<file path="config.mk">
export PLATFORM = sky130hd
export DESIGN_NAME = jt49_env_gen
export DESIGN_NICKNAME = d
export VERILOG_FILES = /design/src/rtl/jt49_env_gen_pkg.sv /design/src/rtl/jt49_env_div.sv /design/src/rtl/jt49_env_gen.sv
export SDC_FILE = /design/constraint.sdc
export NUM_CORES = 1
export LEC_CHECK = 0
export BUFFER_PORTS_ARGS = -buffer_cell sky130_fd_sc_hd__buf_4
export CAP_MARGIN = 15
export CORE_ASPECT_RATIO = 1.5
export CORE_MARGIN = 2
export CORE_UTILIZATION = 45
export DETAILED_ROUTE_END_ITERATION = 7
export GPL_TIMING_DRIVEN = 0
export HOLD_SLACK_MARGIN = 0.05
export PLACE_DENSITY_LB_ADDON = 0.05
export SETUP_SLACK_MARGIN = 0.2
export SLEW_MARGIN = 20
export SYNTH_ARGS = -nofsm -noshare
export SYNTH_HDL_FRONTEND = slang
export SYNTH_SLANG_ARGS = --single-unit
</file>
<file path="constraint.sdc">
create_clock -name clk -period 9.5 [get_ports clk]
set_input_delay 0.95 -clock clk [delete_from_list [all_inputs] [get_ports clk]]
set_output_delay 0.95 -clock clk [all_outputs]
set_load 0.005 [all_outputs]
</file>
<file path="src/rtl/jt49_env_gen_pkg.sv">
// Shared constants for the JT49 envelope generator: control-bit positions,
// shape-FSM state encoding and default widths.
package jt49_env_gen_pkg;
    localparam int PW_DEF    = 16;
    localparam int STEPW_DEF = 5;

    localparam int CONT = 3;
    localparam int ATT  = 2;
    localparam int ALT  = 1;
    localparam int HOLD = 0;

    typedef enum logic {
        ST_RUN  = 1'b0,
        ST_HOLD = 1'b1
    } env_st_e;
endpackage

</file>
<file path="src/rtl/jt49_env_div.sv">
// Envelope prescaler: counts cen256 pulses while running and emits a one-cycle
// tick every max(period,1) pulses. clr restarts the count from zero.
module jt49_env_div #(
    parameter int PW = 16
) (
    input  logic          clk,
    input  logic          rst_n,
    input  logic          cen,
    input  logic [PW-1:0] period,
    input  logic          clr,
    input  logic          run,
    output logic          tick
);
    logic [PW-1:0] cnt_q, cnt_d;
    logic [PW:0]   nxt, pmax;

    // Compare against cnt+1 so a period lowered below the current count ticks at once.
    always_comb begin
        pmax  = (period == '0) ? (PW+1)'(1) : {1'b0, period};
        nxt   = {1'b0, cnt_q} + (PW+1)'(1);
        cnt_d = cnt_q;
        tick  = 1'b0;
        if (clr) begin
            cnt_d = '0;
        end else if (run && cen) begin
            if (nxt >= pmax) begin
                cnt_d = '0;
                tick  = 1'b1;
            end else begin
                cnt_d = nxt[PW-1:0];
            end
        end
    end

    always_ff @(posedge clk) begin
        if (!rst_n) cnt_q <= '0;
        else        cnt_q <= cnt_d;
    end
endmodule

</file>
<file path="src/rtl/jt49_env_gen.sv">
// JT49 envelope generator: steps a 32-level envelope through the AY/YM shapes
// selected by {CONT,ATT,ALT,HOLD}, paced by the cen256-driven prescaler.
module jt49_env_gen
    import jt49_env_gen_pkg::*;
#(
    parameter int PW    = PW_DEF,
    parameter int STEPW = STEPW_DEF
) (
    input  logic             clk,
    input  logic             rst_n,
    input  logic             cen256,
    input  logic [PW-1:0]    period,
    input  logic [3:0]       ctrl,
    input  logic             restart,
    output logic [STEPW-1:0] env,
    output logic             env_hold
);
    logic [3:0]       ctrl_q, ctrl_d;
    logic [STEPW-1:0] step_q, step_d;
    logic             inv_q, inv_d;
    env_st_e          st_q, st_d;
    logic             tick;
    logic [STEPW-1:0] env_q;
    logic             hold_q;

    jt49_env_div #(.PW(PW)) u_div (
        .clk    (clk),
        .rst_n  (rst_n),
        .cen    (cen256),
        .period (period),
        .clr    (restart),
        .run    (st_q == ST_RUN),
        .tick   (tick)
    );

    always_comb begin
        ctrl_d = ctrl_q;
        step_d = step_q;
        inv_d  = inv_q;
        st_d   = st_q;
        if (restart) begin
            ctrl_d = ctrl;
            step_d = '0;
            inv_d  = ~ctrl[ATT];
            st_d   = ST_RUN;
        end else if (st_q == ST_RUN && tick) begin
            if (!(&step_q)) begin
                step_d = step_q + 1'b1;
            end else if (!ctrl_q[CONT]) begin
                // one-shot shapes always settle at level 0
                st_d  = ST_HOLD;
                inv_d = 1'b1;
            end else if (ctrl_q[HOLD]) begin
                st_d  = ST_HOLD;
                inv_d = inv_q ^ ctrl_q[ALT];
            end else begin
                step_d = '0;
                if (ctrl_q[ALT]) inv_d = ~inv_q;
            end
        end
    end

    always_ff @(posedge clk) begin
        if (!rst_n) begin
            ctrl_q <= '0;
            step_q <= '0;
            inv_q  <= 1'b0;
            st_q   <= ST_HOLD;
            env_q  <= '0;
            hold_q <= 1'b1;
        end else begin
            ctrl_q <= ctrl_d;
            step_q <= step_d;
            inv_q  <= inv_d;
            st_q   <= st_d;
            env_q  <= inv_d ? ~step_d : step_d;
            hold_q <= (st_d == ST_HOLD);
        end
    end

    assign env      = env_q;
    assign env_hold = hold_q;
endmodule

</file>
==> results.md, run 1 <==
- Status: complete, no violations
- CTS Root Cell: clkbuf_8
- CTS tree: done
- Synth cell count leaders: dfxtp_1 (31), nand2_1 (28), a21oi_1 (21)
- FILL cells: 478
- Clk slew on worst S/H paths: 0.06 ns
- Worst Path Arrival: 4.39 ns
- Syn-to-layout area delta: 19.03%
- Seq/Total Area, Yosys: 0.2913
- DP Worst Slack: 5.320 ns
- Initial antenna violation count: 0
- RD Place Congestion: 0.8452
- Core Rows: 30
- Final nets: 347
- Synth cell types: 49
- Yosys top cell area share: 0.2913
- Final Skew: 0.004194 ns
- Slowest stage delay, CP: 0.42 ns
- Die height: 88.28 um
- Kind of critical path: reg2reg
- Largest net degree at the start of global routing: 11
- Initial DRC count: 41
- Crit path required time: 9.72 ns
- Clk buf depth: 2
- Fin. max-slew vios: 0
- Hold Buf Count CTS: 0
- Min Tclk post-route: 4.169 ns
- CTS Buf Count: 5
- Core footprint: 4542 um^2
- Area contributors post-synth: dfxtp_1 (29%), ha_1 (11%), a21oi_1 (4.9%)
- Yosys reg bits: 31
- First-pass GRT wire length: 8321 um
- Boundary Pins: 30
- Max Cap Viol: 0
- Share of cells above drive strength 1: 0.1738
- Setup TNS: 0 ns
- TritonRoute pass-1 iters: 4
- Synthesized area: 2131 um^2
- Post-synthesis async set-or-reset flop share: 0
- Setup WS post-layout: 5.331 ns
- PwrDens: 109.8 nW/um^2
- Most frequent cell after synthesis: dfxtp_1
- Post-route ant nets: 0
- Post-detail-place hpwl: 3908 um
- Post-Synthesis Cells: 268
- Final total power: 278.5 uW
- Most used DFF post-synth: dfxtp_1
- Ys Warns: 0
- Multi-input gate area: 1403 um^2
- Post-synthesis net count: 311
- Storage element area: 620.6 um^2
- H-tree levels: 2
- Number of antenna diodes: 0
- CP max FO: 10
- CP cell instances: nand3_1, nor2_1, nand3_1, nor3_1, and3_1, xor2_1, ha_1, nand3_1, nor2_1, a31oi_1, and3_4, buf_6, and2_2, buf_2, o221ai_2, buf_2, a2111o_1, nand3_1
- CP endpoint kind: register
- Total GRT Usage: 0.2085
- Critical path's most frequent cell: nand3_1
- Crit-path slowest cell: dfxtp_1
- Peak VDD IR: 0.08546 mV
- Startpoint Class: register
- Hold WS: 0.4707 ns
- Least-Margin Pin Slew: 0.7825 ns
- Leak pwr: 0.001112 uW
- Average vias per placed instance: 5.331
- Post-Route WL: 4944 um
- Die area: 5313 um^2
- Setup-failing EPs final: 0
- DRC: 0
- Worst min-delay path category: reg2reg
- Fin cells: 369
- Number of global-route vias before repair: 1,870
- # port buffers: 29
- Mean Syn Cell Area: 7.951 um^2
- Setup bufs post-CTS: 0
- WL/cell: 13.40 um
- Final worst-path cycle share: 0.4388
- RSZ-0062 raised after global routing: false
- Die X: 60.19 um
- Max Freq: 0.2399 GHz
- PostCTS Resize Cnt: 0
- EDFF count, synth: 0
- CTS sink cnt: 31
- Post-synth top area cell: dfxtp_1
- Via count: 1,967
- Clk Latency, worst-skew pair: 0.28 ns
- Fin. Hold Viols: 0
- Initial Util: 0.4691
- Placed Cells incl. Taps: 361
- GRT overflow: 0
- Worst slew margin: 0.4726
cells in the final DEF (no fill, tap or decap), types with 6 or more instances in the layout:
cell type	netlist	final
dfxtp_1	31	31
buf_4	0	29
nand2_1	28	28
a21oi_1	21	21
nor2_1	20	20
nand3_1	19	19
ha_1	19	19
inv_1	18	18
o21ai_0	13	13
xor2_1	9	9
clkbuf_1	7	8
nor3_1	7	7
clkbuf_8	0	7
xnor2_1	6	6
nand4_1	6	6
mux2i_1	6	6
final cells by class:
class / count / area share
well taps: 64 / 0.03157
plain buffers: 10 / 0.01875
inverters: 18 / 0.02664
flip-flops and latches: 31 / 0.2447
multi-input cells: 209 / 0.5530
clock buffers: 8 / 0.03947
repair buffers: 29 / 0.08584
flip-flops by register name, summed over array words and instances (netlist names):
signal and flops:
inv_q 1, u_div.cnt_q 16, ctrl_q 3, env_hold 1, step_q 5, env 5
where the power goes:
part	switching [uW]	internal [uW]	total, uW
Clock	48.3	66.0	114
Sequential	1.55	133	134
Combinational	14.9	15.0	29.9
Total	64.8	214	279
per-layer routing:
metal,vias to the layer above,routed length (um),GRT usage
met5,-,0,0
met4,0,127,0.09899
met3,12,155,0.02924
met2,43,2632,0.3844
met1,885,2029,0.2258
li1,1027,-,-
worst paths after layout:
kind	slack, ns	start	cells past startpoint	to
setup / recovery	5.33	u_div.cnt_q[0]	18	env[2]
hold / removal	0.47	u_div.cnt_q[11]	2	u_div.cnt_q[11]
setup reg to reg	5.33	u_div.cnt_q[0]	18	env[2]
hold reg to reg	0.47	u_div.cnt_q[11]	2	u_div.cnt_q[11]
per-stage QoR:
step / cell area, um^2 / util
CTS: 2536 / 0.5584
detailed placement: 2436 / 0.5364
global placement: 2429 / 0.5347
global route: 2536 / 0.5584
finish: 2536 / 0.5584
floorplan: 2131 / -
critical path: cells and delay by family (launching register included):
kind,cells,cell delay (ns)
AND/OR/NAND/NOR,10,1.89
buffers and inverters,3,0.54
flip-flops,1,0.42
AO/OA/AOI/OAI,3,0.79
XOR/XNOR,1,0.19
adder cells (fa/ha/maj),1,0.27
cells by family after synthesis:
kind of cell,share of synthesized area
mux,0.02819
xor+xnor,0.06166
flops,0.2913
simple gates,0.2813
buf+inv,0.05402
compound gates,0.1720
fa+ha+maj,0.1116
(Power assumes the default switching activity.)
==> run 2, diff against run 1 <==
==> constraint.sdc (replaced) <==
create_clock -name clk -period 3.9 [get_ports clk]
set_input_delay 0.39 -clock clk [delete_from_list [all_inputs] [get_ports clk]]
set_output_delay 0.39 -clock clk [all_outputs]
set_load 0.005 [all_outputs]
==> run 2 against run 1 <==
Compared with the run above: utilization increased by 4.3 points; worst hold slack got worse by 0.12 ns; clock skew about the same; critical path depth decreased by 3; first-iteration DRC count decreased by 12%; clock-buffer cell count unchanged; cell count increased by 2.4%; sequential share of layout area decreased by 1.2 points; critical endpoint is now env[4]; largest cell class unchanged; largest power group unchanged.
==> results.md, run 2 (synthesized netlist as in run 1, its figures left out) <==
- Post-route ant nets: 0 (unchanged)
- First-pass GRT wire length: 8431 um (+1.3%)
- Initial antenna violation count: 0 (unchanged)
- Boundary Pins: 30 (unchanged)
- Die area: 5313 um^2 (unchanged)
- Final worst-path cycle share: 0.8932 (+0.4543)
- Startpoint Class: register
- Switching pwr: 158.9 uW (+150%)
- CP endpoint kind: register
- Clk buf depth: 2 (unchanged)
- CTS Buf Count: 5 (unchanged)
- Via count: 2,044 (+3.9%)
- Least-Margin Pin Slew: 0.5047 ns (-0.2779 ns)
- Clock power share: 0.410 (about the same)
- Number of global-route vias before repair: 1,883 (+0.70%)
- Setup WS post-layout: 0.4166 ns (-4.914 ns)
- DRC: 0 (unchanged)
- Post-Route WL: 5119 um (+3.5%)
- Die height: 88.28 um (unchanged)
- CP max FO: 8 (-2)
- Most common cell after layout, fill and taps aside: buf_4
- Setup TNS: 0 ns (unchanged)
- CP cell instances: ha_4, nand2_1, or3_4, nor3_2, xor2_1, ha_1, nand4_1, nor2_2, a31oi_2, and3_4, buf_6, a211o_4, a22o_1, and2_4, a211o_1
- Post-DP Area: 2436 um^2 (unchanged)
- TritonRoute pass-1 iters: 4 (unchanged)
- GRT overflow: 0 (unchanged)
- Total GRT Usage: 0.2109 (+0.002418)
- Worst Path Arrival: 3.66 ns (-0.73 ns)
- Biggest register: u_div.cnt_q
- Fin. max-slew vios: 0 (unchanged)
- Pint: 520.9 uW (+140%)
- Clk Latency, worst-skew pair: 0.28 ns (about the same)
- H-tree levels: 2 (unchanged)
- Seq pwr share: 0.479 (-0.003)
- Commonest non-fill, non-tap cells in the layout: buf_4 (38), nand2_1 (28), dfxtp_1 (26)
- # port buffers: 29 (unchanged)
- Crit-path slowest cell: dfxtp_4
- Leak pwr: 0.001199 uW (+7.9%)
- Crit path required time: 4.07 ns (-5.65 ns)
- DP Worst Slack: -0.2803 ns (-5.600 ns)
- Fin. Hold Viols: 0 (unchanged)
- Max Cap Viol: 0 (unchanged)
- Share of cells above drive strength 1: 0.2580 (+0.08419)
- Status: complete, no violations
- Clk slew on worst S/H paths: 0.06 ns (about the same)
- Final Skew: 0.004361 ns (+0.0001674 ns)
- Kind of critical path: reg2reg
- Setup slack, reg-to-reg: 0.42 ns (-4.91 ns)
- CTS Root Cell: clkbuf_8
- CTS tree: done
- Largest net degree at the start of global routing: 11 (unchanged)
- Worst slew margin: 0.6635 (+0.1909)
- Core Rows: 30 (unchanged)
- Core footprint: 4542 um^2 (unchanged)
- RSZ-0062 raised after global routing: false
- Fin cells: 378 (+2.4%)
- Final instance area: 2730 um^2 (+7.6%)
- Number of antenna diodes: 0 (unchanged)
- Slowest stage delay, CP: 0.38 ns (-0.04 ns)
- Final nets: 356 (+2.6%)
- Sw Share: 0.2338 (+0.001235)
- Combinational Power Share: 0.111 (+0.004)
- Setup-failing EPs final: 0 (unchanged)
- Min Tclk post-route: 3.483 ns (-0.6856 ns)
- Placed Cells incl. Taps: 361 (unchanged)
- Initial DRC count: 36 (-12%)
- RD Place Congestion: 0.8452 (unchanged)
- Initial Util: 0.4691 (unchanged)
- CTS sink cnt: 31 (unchanged)
- Average vias per placed instance: 5.407 (+1.4%)
- Die X: 60.19 um (unchanged)
- PwrDens: 249.0 nW/um^2 (+130%)
- Peak VDD IR: 0.2083 mV (+140%)
- WL/cell: 13.54 um (+1.1%)
- Max Freq: 0.2871 GHz (+20%)
- Syn-to-layout area delta: 28.13%
- Post-detail-place hpwl: 3908 um (unchanged)
- Max reg flops: 16 (unchanged)
- Worst min-delay path category: in2reg
==> run 2: per-layer routing <==
layer	vias to the layer above	track usage	share of wire
met1	932	0.2269	0.40
met4	0	0.09899	0.028
met2	53	0.3913	0.54
li1	1045	-	-
met3	14	0.02924	0.032
met5	-	0	0
==> run 2: worst paths after layout <==
kind,startpoint,to,depth (start not counted)
setup reg to reg,u_div.cnt_q[0],env[4],15
setup / recovery,u_div.cnt_q[0],env[4],15
hold / removal,rst_n,env_hold,2
hold reg to reg,u_div.cnt_q[11],u_div.cnt_q[11],2
==> run 2: stage by stage <==
step	hold WS (ns)	total power (uW)	utilization
after floorplan	0.4451	370.2	-
after global placement	0.4610	407.4	0.5347
after detailed placement	0.4623	408.0	0.5364
after CTS	0.3424	689.5	0.5766
after global routing	0.3562	710.2	0.6011
final	0.3516	679.8	0.6011
==> run 2: what timing repair did <==
item / in CTS / in global routing
gates cloned: 0 / 0
pin swaps: 2 / 5
buffers inserted: 3 / 6
hold buffers: 0 / 0
resized for setup: 14 / 19
endpoints found under the setup margin: 18 / 14
==> run 2: power groups by stage <==
stage,Clock [uW],Sequential (uW),Combinational (uW)
after floorplan,0,334,36.4
after global routing,299,326,85.3
after CTS,287,327,75.2
after detailed placement,0,334,73.8
after global placement,0,334,73.5
final,279,325,75.8
==> run 2: cell type report <==
class,count,area (um^2)
Fill cell,449,1812
Multi-Input combinational cell,209,1501
Sequential cell,31,634.4
Timing Repair Buffer,38,285.3
Clock buffer,8,100.1
Tap cell,64,80.08
Inverter,18,67.56
Buffer,10,61.31
==> run 2: critical path: cells and delay by family (launching register included) <==
family                     cells  cell delay, ns
adders and majority gates      2            0.48
and+or+nand+nor                7            1.23
buffers and inverters          1            0.12
xor gates and xnor gates       1            0.11
AOI/OAI and AO/OA              4            1.03
DFF                            1            0.38
